## src/rtl/tape_dumper_pkg.sv

```systemverilog
// Shared types and ASCII helpers for the tape dump streamer.
package tape_dumper_pkg;

  typedef enum logic [2:0] {
    S_IDLE, S_RD_WAIT, S_RD_LATCH, S_HI, S_LO, S_SEP, S_LF
  } state_t;

  typedef enum logic {TX_REQ, TX_ARM} tx_state_t;

  localparam logic [7:0] ASCII_SPACE = 8'h20;
  localparam logic [7:0] ASCII_CR    = 8'h0D;
  localparam logic [7:0] ASCII_LF    = 8'h0A;

  function automatic logic [7:0] nibble_to_ascii(input logic [3:0] n);
    return (n < 4'd10) ? (8'h30 + {4'h0, n}) : (8'h37 + {4'h0, n});
  endfunction

endpackage

```

## src/rtl/tape_dumper_tx_char_sender.sv

```systemverilog
// One-character UART handshake: wait for an idle transmitter, pulse tx_start,
// then spend one blind cycle so the transmitter's busy flag has time to rise.
module tx_char_sender
  import tape_dumper_pkg::*;
(
  input  logic       clk,
  input  logic       rst,
  input  logic       char_valid_i,
  input  logic [7:0] char_i,
  input  logic       hold_i,
  input  logic       tx_busy_i,
  output logic       tx_start_o,
  output logic [7:0] tx_data_o,
  output logic       char_accepted_o
);

  tx_state_t  state_q;
  logic       tx_start_q;
  logic [7:0] tx_data_q;

  always_ff @(posedge clk or posedge rst) begin
    if (rst) begin
      state_q    <= TX_REQ;
      tx_start_q <= 1'b0;
      tx_data_q  <= 8'h00;
    end else begin
      case (state_q)
        TX_REQ: begin
          // hold_i blocks new starts; a char already in flight is left alone.
          if (char_valid_i && !tx_busy_i && !hold_i) begin
            tx_start_q <= 1'b1;
            tx_data_q  <= char_i;
            state_q    <= TX_ARM;
          end
        end
        TX_ARM: begin
          tx_start_q <= 1'b0;
          state_q    <= TX_REQ;
        end
        default: state_q <= TX_REQ;
      endcase
    end
  end

  assign tx_start_o      = tx_start_q;
  assign tx_data_o       = tx_data_q;
  assign char_accepted_o = (state_q == TX_ARM);

endmodule

```

## src/rtl/tape_dumper.sv

```systemverilog
// Reads tape cells and streams them as "HH HH ...\r\n" hex text to the UART.
// Runs only while the core is halted; cpu_executing aborts a running dump.
module tape_dumper
  import tape_dumper_pkg::*;
#(
  parameter int BYTES_PER_LINE = 16
) (
  input  logic        clk,
  input  logic        rst,
  input  logic        dump_req,
  input  logic [14:0] dump_base,
  input  logic [15:0] dump_len,
  input  logic        cpu_executing,
  output logic [14:0] tape_addr,
  input  logic [7:0]  tape_cell,
  output logic        tx_start,
  output logic [7:0]  tx_data,
  input  logic        tx_busy,
  output logic        busy,
  output logic        done,
  output logic        aborted
);

  localparam logic [7:0] LAST_COL = 8'(BYTES_PER_LINE - 1);

  state_t      state_q;
  logic [14:0] addr_q;
  logic [15:0] remaining_q;
  logic [7:0]  line_ctr_q;
  logic [7:0]  byte_q;
  logic        busy_q, done_q, aborted_q;

  logic        char_valid, char_accepted, eol;
  logic [7:0]  char_d;

  assign eol = (line_ctr_q == LAST_COL) || (remaining_q == 16'd1);

  always_comb begin
    char_valid = 1'b0;
    char_d     = ASCII_SPACE;
    case (state_q)
      S_HI:    begin char_valid = 1'b1; char_d = nibble_to_ascii(byte_q[7:4]); end
      S_LO:    begin char_valid = 1'b1; char_d = nibble_to_ascii(byte_q[3:0]); end
      S_SEP:   begin char_valid = 1'b1; char_d = eol ? ASCII_CR : ASCII_SPACE; end
      S_LF:    begin char_valid = 1'b1; char_d = ASCII_LF; end
      default: ;
    endcase
  end

  always_ff @(posedge clk or posedge rst) begin
    if (rst) begin
      state_q     <= S_IDLE;
      addr_q      <= '0;
      remaining_q <= '0;
      line_ctr_q  <= '0;
      byte_q      <= '0;
      busy_q      <= 1'b0;
      done_q      <= 1'b0;
      aborted_q   <= 1'b0;
    end else begin
      done_q    <= 1'b0;
      aborted_q <= 1'b0;
      if (state_q != S_IDLE && cpu_executing) begin
        aborted_q <= 1'b1;
        busy_q    <= 1'b0;
        state_q   <= S_IDLE;
      end else begin
        case (state_q)
          S_IDLE: begin
            if (dump_req && !cpu_executing) begin
              if (dump_len == 16'd0) begin
                done_q <= 1'b1;
              end else begin
                addr_q      <= dump_base;
                remaining_q <= dump_len;
                line_ctr_q  <= '0;
                busy_q      <= 1'b1;
                state_q     <= S_RD_WAIT;
              end
            end
          end
          // Two cycles from address update to sampling covers the SPRAM read path.
          S_RD_WAIT:  state_q <= S_RD_LATCH;
          S_RD_LATCH: begin
            byte_q  <= tape_cell;
            state_q <= S_HI;
          end
          S_HI: if (char_accepted) state_q <= S_LO;
          S_LO: if (char_accepted) state_q <= S_SEP;
          S_SEP, S_LF: begin
            if (char_accepted) begin
              if (state_q == S_SEP && eol) begin
                state_q <= S_LF;
              end else begin
                addr_q      <= addr_q + 15'd1;
                remaining_q <= remaining_q - 16'd1;
                line_ctr_q  <= (line_ctr_q == LAST_COL) ? 8'd0 : line_ctr_q + 8'd1;
                if (remaining_q == 16'd1) begin
                  done_q  <= 1'b1;
                  busy_q  <= 1'b0;
                  state_q <= S_IDLE;
                end else begin
                  state_q <= S_RD_WAIT;
                end
              end
            end
          end
          default: state_q <= S_IDLE;
        endcase
      end
    end
  end

  tx_char_sender u_sender (
    .clk             (clk),
    .rst             (rst),
    .char_valid_i    (char_valid),
    .char_i          (char_d),
    .hold_i          (cpu_executing),
    .tx_busy_i       (tx_busy),
    .tx_start_o      (tx_start),
    .tx_data_o       (tx_data),
    .char_accepted_o (char_accepted)
  );

  assign tape_addr = addr_q;
  assign busy      = busy_q;
  assign done      = done_q;
  assign aborted   = aborted_q;

endmodule

```

## config.mk

```make
export PLATFORM = sky130hd
export DESIGN_NAME = tape_dumper
export DESIGN_NICKNAME = d
export VERILOG_FILES = /design/src/rtl/tape_dumper_pkg.sv /design/src/rtl/tape_dumper_tx_char_sender.sv /design/src/rtl/tape_dumper.sv
export SDC_FILE = /design/constraint.sdc
export NUM_CORES = 1
export LEC_CHECK = 0
export ABC_CLOCK_PERIOD_IN_PS = 2600
export CAP_MARGIN = 20
export CELL_PAD_IN_SITES_DETAIL_PLACEMENT = 1
export CELL_PAD_IN_SITES_GLOBAL_PLACEMENT = 1
export CORE_UTILIZATION = 40
export DETAILED_ROUTE_END_ITERATION = 8
export PLACE_DENSITY_LB_ADDON = 0.3
export REMOVE_ABC_BUFFERS = 1
export SETUP_SLACK_MARGIN = 0.05
export SLEW_MARGIN = 40
export SYNTH_ARGS = -nofsm -noshare
export SYNTH_HDL_FRONTEND = slang
export SYNTH_SLANG_ARGS = --single-unit
```

## constraint.sdc

```tcl
create_clock -name clk -period 2.6 [get_ports clk]
set_input_delay 0.65 -clock clk [delete_from_list [all_inputs] [get_ports clk]]
set_output_delay 0.65 -clock clk [all_outputs]
set_load 0.01 [all_outputs]
```

Yosys cells after proc, flatten, opt, wreduce, memory -nomap -nowiden. Index checks and enable logic that the tools add are counted.

Bits in registers: 63. Input bits: 44. Output and inout port bits: 27. Word-level logic and storage cells: 111.

Add/sub/neg operators: 7. $lt $le $gt $ge: 2. Equality and inequality tests: 20. Muxes and demuxes: 49. Bitwise gates (word level): 2. Reductions and logical operators: 20.

Operators by type and width (number): 16-bit two-way mux (4); 15-bit two-way mux (4); 8-bit two-way mux (5); 16-bit case mux with 2 select lines (1); 15-bit case mux with 2 select lines (1); 6-bit by 4-bit adder with 7-bit output, first input constant (4); 7-bit case mux with 4 select lines (1); 3-bit two-way mux (7); 3-bit case mux with 6 select lines (1); 1-bit two-way mux (17); 16-bit by 1-bit == test with 1-bit output, second input constant (1); 16-bit zero test (1); 8-bit case mux with 2 select lines (1); 16-bit by 1-bit subtractor with 16-bit output, second input constant (1); 15-bit by 1-bit adder with 15-bit output, second input constant (1); 7-bit two-way mux (2); 3-bit inequality test, second input constant (4); 6-bit AND reduction (2); 3-bit == test, second input constant (3); 3-bit by 2-bit inequality test with 1-bit output, second input constant (3); 8-bit by 1-bit adder with 8-bit output, second input constant (1); 8-bit by 4-bit == test with 1-bit output, second input constant (1); 4-bit less-than comparator, second input constant (2); 1-bit case mux with 2 select lines (4); other kinds (16) (28).

Logic depth before layout (Yosys ltp). Gate-level depths: netlist (run 1).

Depth in word-level cells: 7. Gate-level depth with buffers: 8. Depth with buffers taken out: 7.

Hierarchy. Synthesis (run 1) repeated with hierarchy kept, for this count alone.

Cells, all modules: 470. Area, all modules: 4023.9 µm².

By module, submodules not included: tape_dumper (times used 1, cells an instance 447, area each 3638.5 µm², seq. area each 1326.3 µm²); tx_char_sender (times used 1, cells an instance 23, area each 385.4 µm², seq. area each 250.2 µm²).

Worst setup path after synthesis (run 1). Ideal clock, no wire load.

Kind: input -> register. Start: input dump_len[11]. End: register addr_q[2] (netlist: tape_addr[2]). Library setup time: 0.131 ns. Arrival: 2.017 ns. Required time: 2.469 ns. Path slack: 0.452 ns. Stages on the path: 6. Path buffers: 1. Cell sequence: nor4_2 > nand4_1 > o41ai_4 > buf_6 > nor3_1 > a2bb2oi_1.

Word-level cells in the longest chain between the ends: 3.

RTL lines: start, declared (RTL line tape_dumper.sv:12) `input logic [15:0] dump_len,`; 16-bit zero test (RTL line tape_dumper.sv:71) `if (dump_len == 16'd0) begin`; 2-bit inequality test (no line); 6-bit AND reduction (no line); end signal, assigned (RTL line tape_dumper.sv:74) `addr_q <= dump_base;`; end signal, assigned (RTL line tape_dumper.sv:95) `addr_q <= addr_q + 15'd1;`; end, declared (RTL line tape_dumper.sv:27) `logic [14:0] addr_q;`.

No other way between the ends. A chain may end at the register's enable or synchronous reset.

Worst setup path after layout (run 1).
Start: input dump_len[11]. End: register addr_q[12] (netlist: tape_addr[12]).

Same word-level chain as after synthesis.

==> results.txt, run 1 <==
* Run status: finished clean
- Type of destination of the critical path: register
* Post-route cell area: 0.00524 mm²
* Netlist cell types: 68
- R2R depth: 8
- RSZ-0062 raised after global routing: no
* Cells traversed along the worst timing path: clkdlybuf4s50_1, nor4_2, buf_4, nand4_1, buf_4, o41ai_4, buf_12, nor2_4, buf_12, a21o_1
* Part of the cycle the worst path needs: 93.1%
- Across the run, the number of max-cap violations was 0.
- Final hold slack: 0.478 ns
* Core ar.: 0.00977 mm²
* Port-buffer cells: 69
- After global routing the overflow that remains totals 0.
- 0 antenna diodes ended up in the layout.
* Area delta synth->final: 29.5%
- A synthesized cell averages 9.03 µm².
* GP Congestion: 0.826
- In this run the core area contains 36 standard-cell rows.
- Counting every sink on the clock net gives 62.
- Final setup vio count: 0
- The critical path in this run is classified as input pin to register.
- Vias in the first global route: 4,000
- NumNets Final: 581
- Number of synthesized flops with an enable pin: 0
- The root buffer cell chosen for the clock tree is clkbuf_8.
- Worst VDD drop: 322 µV
- Leaving out fill and tap cells, the most frequent cell in the layout is clkdlybuf4s50_1.
* Detailed Route WL: 12,000 µm
- In this run the critical register-to-register path is launched from remaining_q[1].
- Maximum fanout along the worst path: 19
- The cell count after synthesis came out at 448.
- Post-synthesis cell type with the largest combined area: dfrtp_1
- In this run the count of I/O pins placed on the die edge is 71.
* First-pass GRT wire length: 19,600 µm
- Power comes to 4.08 mW.
- The number of buffers and inverters on the critical path is 5.
- CTS tree: yes
- Setup slack of the most critical reg-to-reg path: 0.20 ns
- At the pin with the least slew margin, the transition time is 0.526 ns.
* DP Area: 0.00502 mm²
- Synth warnings: 0
* Max-Slew Margin vs Limit: 64.6%
* Final Hold Fails: 0
- Summed over all cells, the static leakage comes to 2.05 nW.
- At the worst endpoint, the arrival time is 2.67 ns.
- Die X: 103 µm
* TritonRoute pass-1 iters: 4
- Counting along the longest clock path gives a buffer depth of 2.
- Antenna violations before repair: 0
* Count of vias placed by the detailed router: 3,912
* Clock insertion delay at the later pin of the skew report: 0.35 ns
- Worst Hold Class: register to register
- The floorplan step defined a die boundary enclosing 0.0105 mm².
- Clock-pin slew of the registers on the worst-case setup and hold paths: 0.07 ns
- After detailed routing, the average wire length per cell comes to 18.0 µm.
* DP Wirelength: 8540 µm
- For this run, design rule violations remaining after detail routing come to 0.
- Yosys attributes the largest share of cell area to dfrtp_1, o21ai_0, o31ai_1, nand2_1, nor2_1.
- Largest stage delay on the critical path: 0.43 ns
* Min cycle time layout: 2.42 ns
* Max Clock Skew: 0.0123 ns
* Iter 0 DRT Violations: 125
* Hold-fix buffer count after cts: 0
* Startpoint types: input pin
- The synthesized design contains 62 register bits.
* Family with the most delay on the worst path: buffers and inverters
* Synthesized area: 0.00405 mm²
- Counting instances, the worst hold path has a depth of 1.
- Source of the worst hold timing path: line_ctr_q[7]
* # H-tree levels: 3
* Floorplan die height: 103 µm
- Dividing the detail-routed via count by the number of cells gives 5.86.
- Asr flop ratio synth: 100%
* Data required, critical path: 2.85 ns
* Clock buffer count from CTS: 9
* Initial standard-cell utilization of the core: 41.4%
- The number of placed instances, taps included, is 651.
* Fraction of final layout cells with drive strength greater than 1: 16.6%
- The share of the Yosys chip area taken by registers is 38.3%.
- Top library cells by usage in the layout, fill and taps aside: clkdlybuf4s50_1, dfrtp_1, nor2_1, nand2_1, o21ai_0
- All-layer global routing usage: 24.1%
- Residual antenna-violating net count after detailed routing: 0
- Power spread over the standard cell area amounts to 778 mW/mm².
* Count of placed standard cells in the final layout, fillers left out: 668
- Timing would allow up to 413 MHz.
- The endpoint identified for the worst register-to-register timing path is remaining_q[14].
- Final-report max-slew violation count: 0
- Leading register cell type out of synthesis: dfrtp_1
- Largest net degree at the start of global routing: 63
* Crit path max-delay cell type: clkdlybuf4s50_1
- For hold timing, the worst endpoint is line_ctr_q[7].
- Proportion of netlist area held by the largest area contributor: 38.3%
==> Yosys cell counts, types with 5 or more instances <==
master	number
nand3_1	18
o21ai_1	9
xnor2_1	5
a2bb2oi_1	9
and3_1	7
o31ai_1	18
nand4_1	8
a211oi_1	5
clkbuf_1	11
o22ai_1	8
o21ai_0	34
buf_6	6
a2bb2oi_2	8
a31oi_1	8
nor4_2	7
nor2_1	35
ha_1	6
nand2_1	35
buf_2	12
dfrtp_1	62
nor3_1	17
a21oi_1	21
inv_1	18
==> cell families (layout without fill, tap and decap cells) <==
logic type	count (synthesis)	count (layout)	synth area share (%)
adder cells (fa/ha/maj)	6	6	1.86
AO/OA/AOI/OAI	159	159	29.5
buffers and inverters	51	138	6.59
XOR/XNOR	7	7	1.52
AND/OR/NAND/NOR	158	158	21.0
flip-flops	62	62	38.3
other	1	1	0.0927
multiplexers	4	4	1.08
==> registers in the layout, indices dropped and copies added (netlist names), 3 cells and up <==
signal,count
tape_addr,15
line_ctr_q,8
state_q,3
byte_q,8
remaining_q,16
u_sender.tx_data_o,7
==> what timing repair did <==
| item | CTS | global route |
|---|---|---|
| endpoints found under the setup margin | 0 | 30 |
| buffers inserted | 0 | 2 |
| resized for setup | 0 | 1 |
==> worst register-to-register path, stage by stage (launching register included) <==
cell	delay, ns
dfrtp_1	0.39
inv_1	0.11
ha_1	0.15
nor3b_1	0.30
nand4_1	0.41
a21oi_4	0.35
buf_4	0.26
a211oi_1	0.08
a211o_1	0.22
==> metal layers <==
metal  up-vias  wire length, µm  part of all wire [%]  GRT usage (%)
met2        83             6240                    52           42.5
li1       1847                -                     -              -
met3        13              387                   3.2           4.27
met1      1969             5290                    44           29.7
met4         0              125                   1.0           7.69
met5         -                0                     0              0
==> worst max-delay path by stage <==
stage,start,end,cells past startpoint
final,dump_len[11],tape_addr[12],10
after global routing,remaining_q[1],tape_addr[9],8
after CTS,dump_len[14],remaining_q[2],7
after detailed placement,dump_len[14],tape_addr[14],7
after global placement,dump_len[14],tape_addr[10],7
after floorplan,dump_len[11],tape_addr[12],5
==> where the power goes <==
group	internal, mW	switching, mW	total [mW]
registers	1.26	0.387	1.65
logic	0.816	0.754	1.57
clock network	0.461	0.396	0.857
==> cell type report <==
type,instances,area [µm²]
inverter,18,67.6
clock buffer,11,141
fill,1163,4530
timing repair buffer,105,1020
multi-input combinational,335,2240
tap,133,166
sequential,62,1550
clock inverter,4,47.5
==> stage by stage <==
stage	worst slack, ns	setup TNS (ns)	util [%]
2_1_floorplan	-0.226	-2.79	-
3_3_place_gp	-0.254	-5.19	51.3
3_5_place_dp	-0.280	-6.71	51.3
4_1_cts	0.0838	0	53.3
5_1_grt	0.0623	0	53.6
6_report	0.181	0	53.6
No activity file was read; power rests on OpenSTA's default activity.
==> inputs of run 2 (changes only) <==
--- a/config.mk
+++ b/config.mk
@@ -6,9 +6,9 @@
 export NUM_CORES = 1
 export LEC_CHECK = 0
 export ABC_CLOCK_PERIOD_IN_PS = 2600
-export CAP_MARGIN = 20
 export CELL_PAD_IN_SITES_DETAIL_PLACEMENT = 1
 export CELL_PAD_IN_SITES_GLOBAL_PLACEMENT = 1
+export CORE_ASPECT_RATIO = 1.75
 export CORE_UTILIZATION = 40
 export DETAILED_ROUTE_END_ITERATION = 8
 export PLACE_DENSITY_LB_ADDON = 0.3
==> results.txt, run 2 (synthesis gave the netlist of run 1 again) <==
* Cts repair resizes: 0 (unchanged)
* Type of destination of the critical path: register
- Switching power: 1.66 mW (+8.0%)
- The fraction of power spent switching nets came to 36.3% (-1.4 points).
* Iter 0 DRT Violations: 211 (+69%)
- The total detailed-routing wirelength is 13,100 µm (+8.7%).
- The number of hold buffers added after cts came to 0 (unchanged).
- RSZ-0062 raised after global routing: no
* Initial standard-cell utilization of the core: 41.1% (-0.32 points)
* FMAX: 397 MHz (-4.0%)
- The post-route clock skew was 0.00685 ns (-0.00542 ns).
* Fraction of final layout cells with drive strength greater than 1: 16.7% (+0.093 points)
- Clock insertion delay at the later pin of the skew report: 0.34 ns (about the same)
* Number of design rule violations left after detail routing: 0 (unchanged)
* DP Area: 0.00507 mm² (+1.0%)
- The height of the chip was 135 µm (+32%).
- Detailed-route wire length per cell: 19.7 µm (+9.5%)
- The number of hold-slack violations in the final timing report is 0 (unchanged).
- The number of buffers inserted during clock tree synthesis is 9 (unchanged).
* Final setup vio count: 0 (unchanged)
* Residual antenna-violating net count after detailed routing: 0 (unchanged)
- The global-route wire length before repair was 21,700 µm (+11%).
- The first-pass iteration count of the detailed router is 4 (unchanged).
- Setup bufs post-CTS: 0 (unchanged)
- The worst hold margin was 0.481 ns (+0.00290 ns).
* Min cycle time layout: 2.52 ns (+0.101 ns)
- Data arrival time of the critical path: 2.72 ns (+0.05 ns)
- Setup CP Type: input pin to register
- GP Congestion: 0.833 (+0.93%)
- Slew at the pin closest to its max-slew limit: 0.532 ns (+0.00591 ns)
- The normalized max-slew margin was 64.0% (-0.55 points).
- Num Clock Sinks: 62 (unchanged)
* Count of vias placed by the detailed router: 4,058 (+3.7%)
- The global router's overall resource usage was 26.8% (+2.7 points).
* Clock root buffer: clkbuf_16
- Die X: 78.0 µm (-24%)
* Congestion Overflow GR: 0 (unchanged)
- Final-report max-slew violation count: 0 (unchanged)
- Antenna fix cells: 0 (unchanged)
- Worst VDD drop: 423 µV (+31%)
- The internal power summed over all cells was 2.92 mW (+15%).
* Startpoint types: input pin
* Max FFs per register: 16 (unchanged)
* Port-buffer cells: 69 (unchanged)
- The top cell types in the final layout, fill and taps aside, are clkdlybuf4s50_1, dfrtp_1, nor2_1, nand2_1, o21ai_0.
- The detail-routed via count per cell came to 6.12 (+4.5%).
- The number of global-route vias before repair was 4,462 (+12%).
- Core ar.: 0.00985 mm² (+0.77%)
- Ports placed on the boundary: 71 (unchanged)
- DP Wirelength: 9520 µm (+11%)
- The number of max-capacitance violations reported came to 0 (unchanged).
- The clock network fraction of design power is 27.1% (+6.1 points).
- CTS tree: yes
- Run status: finished clean
- Antenna violations before repair: 0 (unchanged)
* Pwr dens: 852 mW/mm² (+9.5%)
- From synthesis to final layout, the design area changed by 32.7%.
- Part of the power in registers: 37.1% (-3.4 points)
* Post-route cell area: 0.00537 mm² (+2.5%)
* Relative contribution of combinational cells to total power: 35.9% (-2.6 points)
- NumNets Final: 583 (+0.34%)
- Counting flops per register, the top entry is remaining_q.
- Clock-pin slew of the registers on the worst-case setup and hold paths: 0.05 ns (-0.02 ns)
- Most common cell after layout, fill and taps aside: clkdlybuf4s50_1
- The area of the die came to 0.0105 mm² (+0.15%).
- Data required, critical path: 2.79 ns (-0.06 ns)
* Static power due to leakage: 2.12 nW (+3.4%)
* Maximum fanout along the worst path: 11 (-8)
- The worst hold path belongs to the class register to register.
* Largest net degree at the start of global routing: 63 (unchanged)
- Maximum number of buffers from clock root to sink: 2 (unchanged)
- The number of placement rows was 48 (+33%).
- The maximum level of the CTS H-tree is 3 (unchanged).
* Part of the cycle the worst path needs: 96.9% (+3.9 points)
[run 2: final timing paths]
| kind | slack, ns | cells after the start | endpoint | startpoint |
|---|---|---|---|---|
| setup / recovery | 0.08 | 8 | remaining_q[1] | dump_req |
| hold / removal | 0.48 | 1 | line_ctr_q[7] | line_ctr_q[7] |
| setup reg to reg | 0.23 | 7 | remaining_q[1] | state_q[1] |
| hold reg to reg | 0.48 | 1 | line_ctr_q[7] | line_ctr_q[7] |
| max in group asynchronous | 1.60 | 3 | remaining_q[14] | rst |
| min in group asynchronous | 0.70 | 3 | line_ctr_q[0] | rst |
[run 2: through the flow]
stage | TNS (ns) | cells | setup WS, ns | total power, mW | utilization [%]
CTS | 0 | 663 | 0.116 | 4.59 | 54.5
detailed placement | -3.42 | 647 | -0.158 | 3.34 | 51.4
finish | 0 | 663 | 0.0800 | 4.58 | 54.5
global route | 0 | 663 | 0.00416 | 4.81 | 54.5
global placement | -1.59 | 647 | -0.181 | 3.24 | 51.4
floorplan | -2.79 | 415 | -0.226 | 2.47 | -
[run 2: power groups by stage]
stage	clock, mW	combinational [mW]	sequential [mW]
floorplan	0	0.835	1.64
global placement	0	1.58	1.66
detailed placement	0	1.64	1.69
CTS	1.25	1.65	1.69
global route	1.28	1.79	1.74
finish	1.24	1.64	1.70
[run 2: metal layers]
| metal | wire length, µm | GRT usage (%) | vias to the layer above | part of all wire, % |
|---|---|---|---|---|
| met5 | 0 | 0 | - | 0 |
| met4 | 599 | 15.9 | 0 | 4.6 |
| met2 | 7290 | 51.0 | 123 | 56 |
| met1 | 4840 | 27.3 | 2026 | 37 |
| li1 | - | - | 1864 | - |
| met3 | 354 | 3.38 | 45 | 2.7 |
[run 2: cell type report]
class / count / area (µm²)
sequential: 62 / 1550
multi-input combinational: 335 / 2230
clock buffer: 13 / 260
clock inverter: 3 / 42.5
timing repair buffer: 107 / 1060
tap: 125 / 156
inverter: 18 / 67.6
fill: 1185 / 4480
[run 2: critical path, cell delays in order]
cell	delay [ns]
clkdlybuf4s50_1	0.53
nor4_1	0.09
a2111oi_4	0.43
o41ai_4	0.16
buf_12	0.17
buf_4	0.17
a2111oi_1	0.41
a21oi_1	0.10
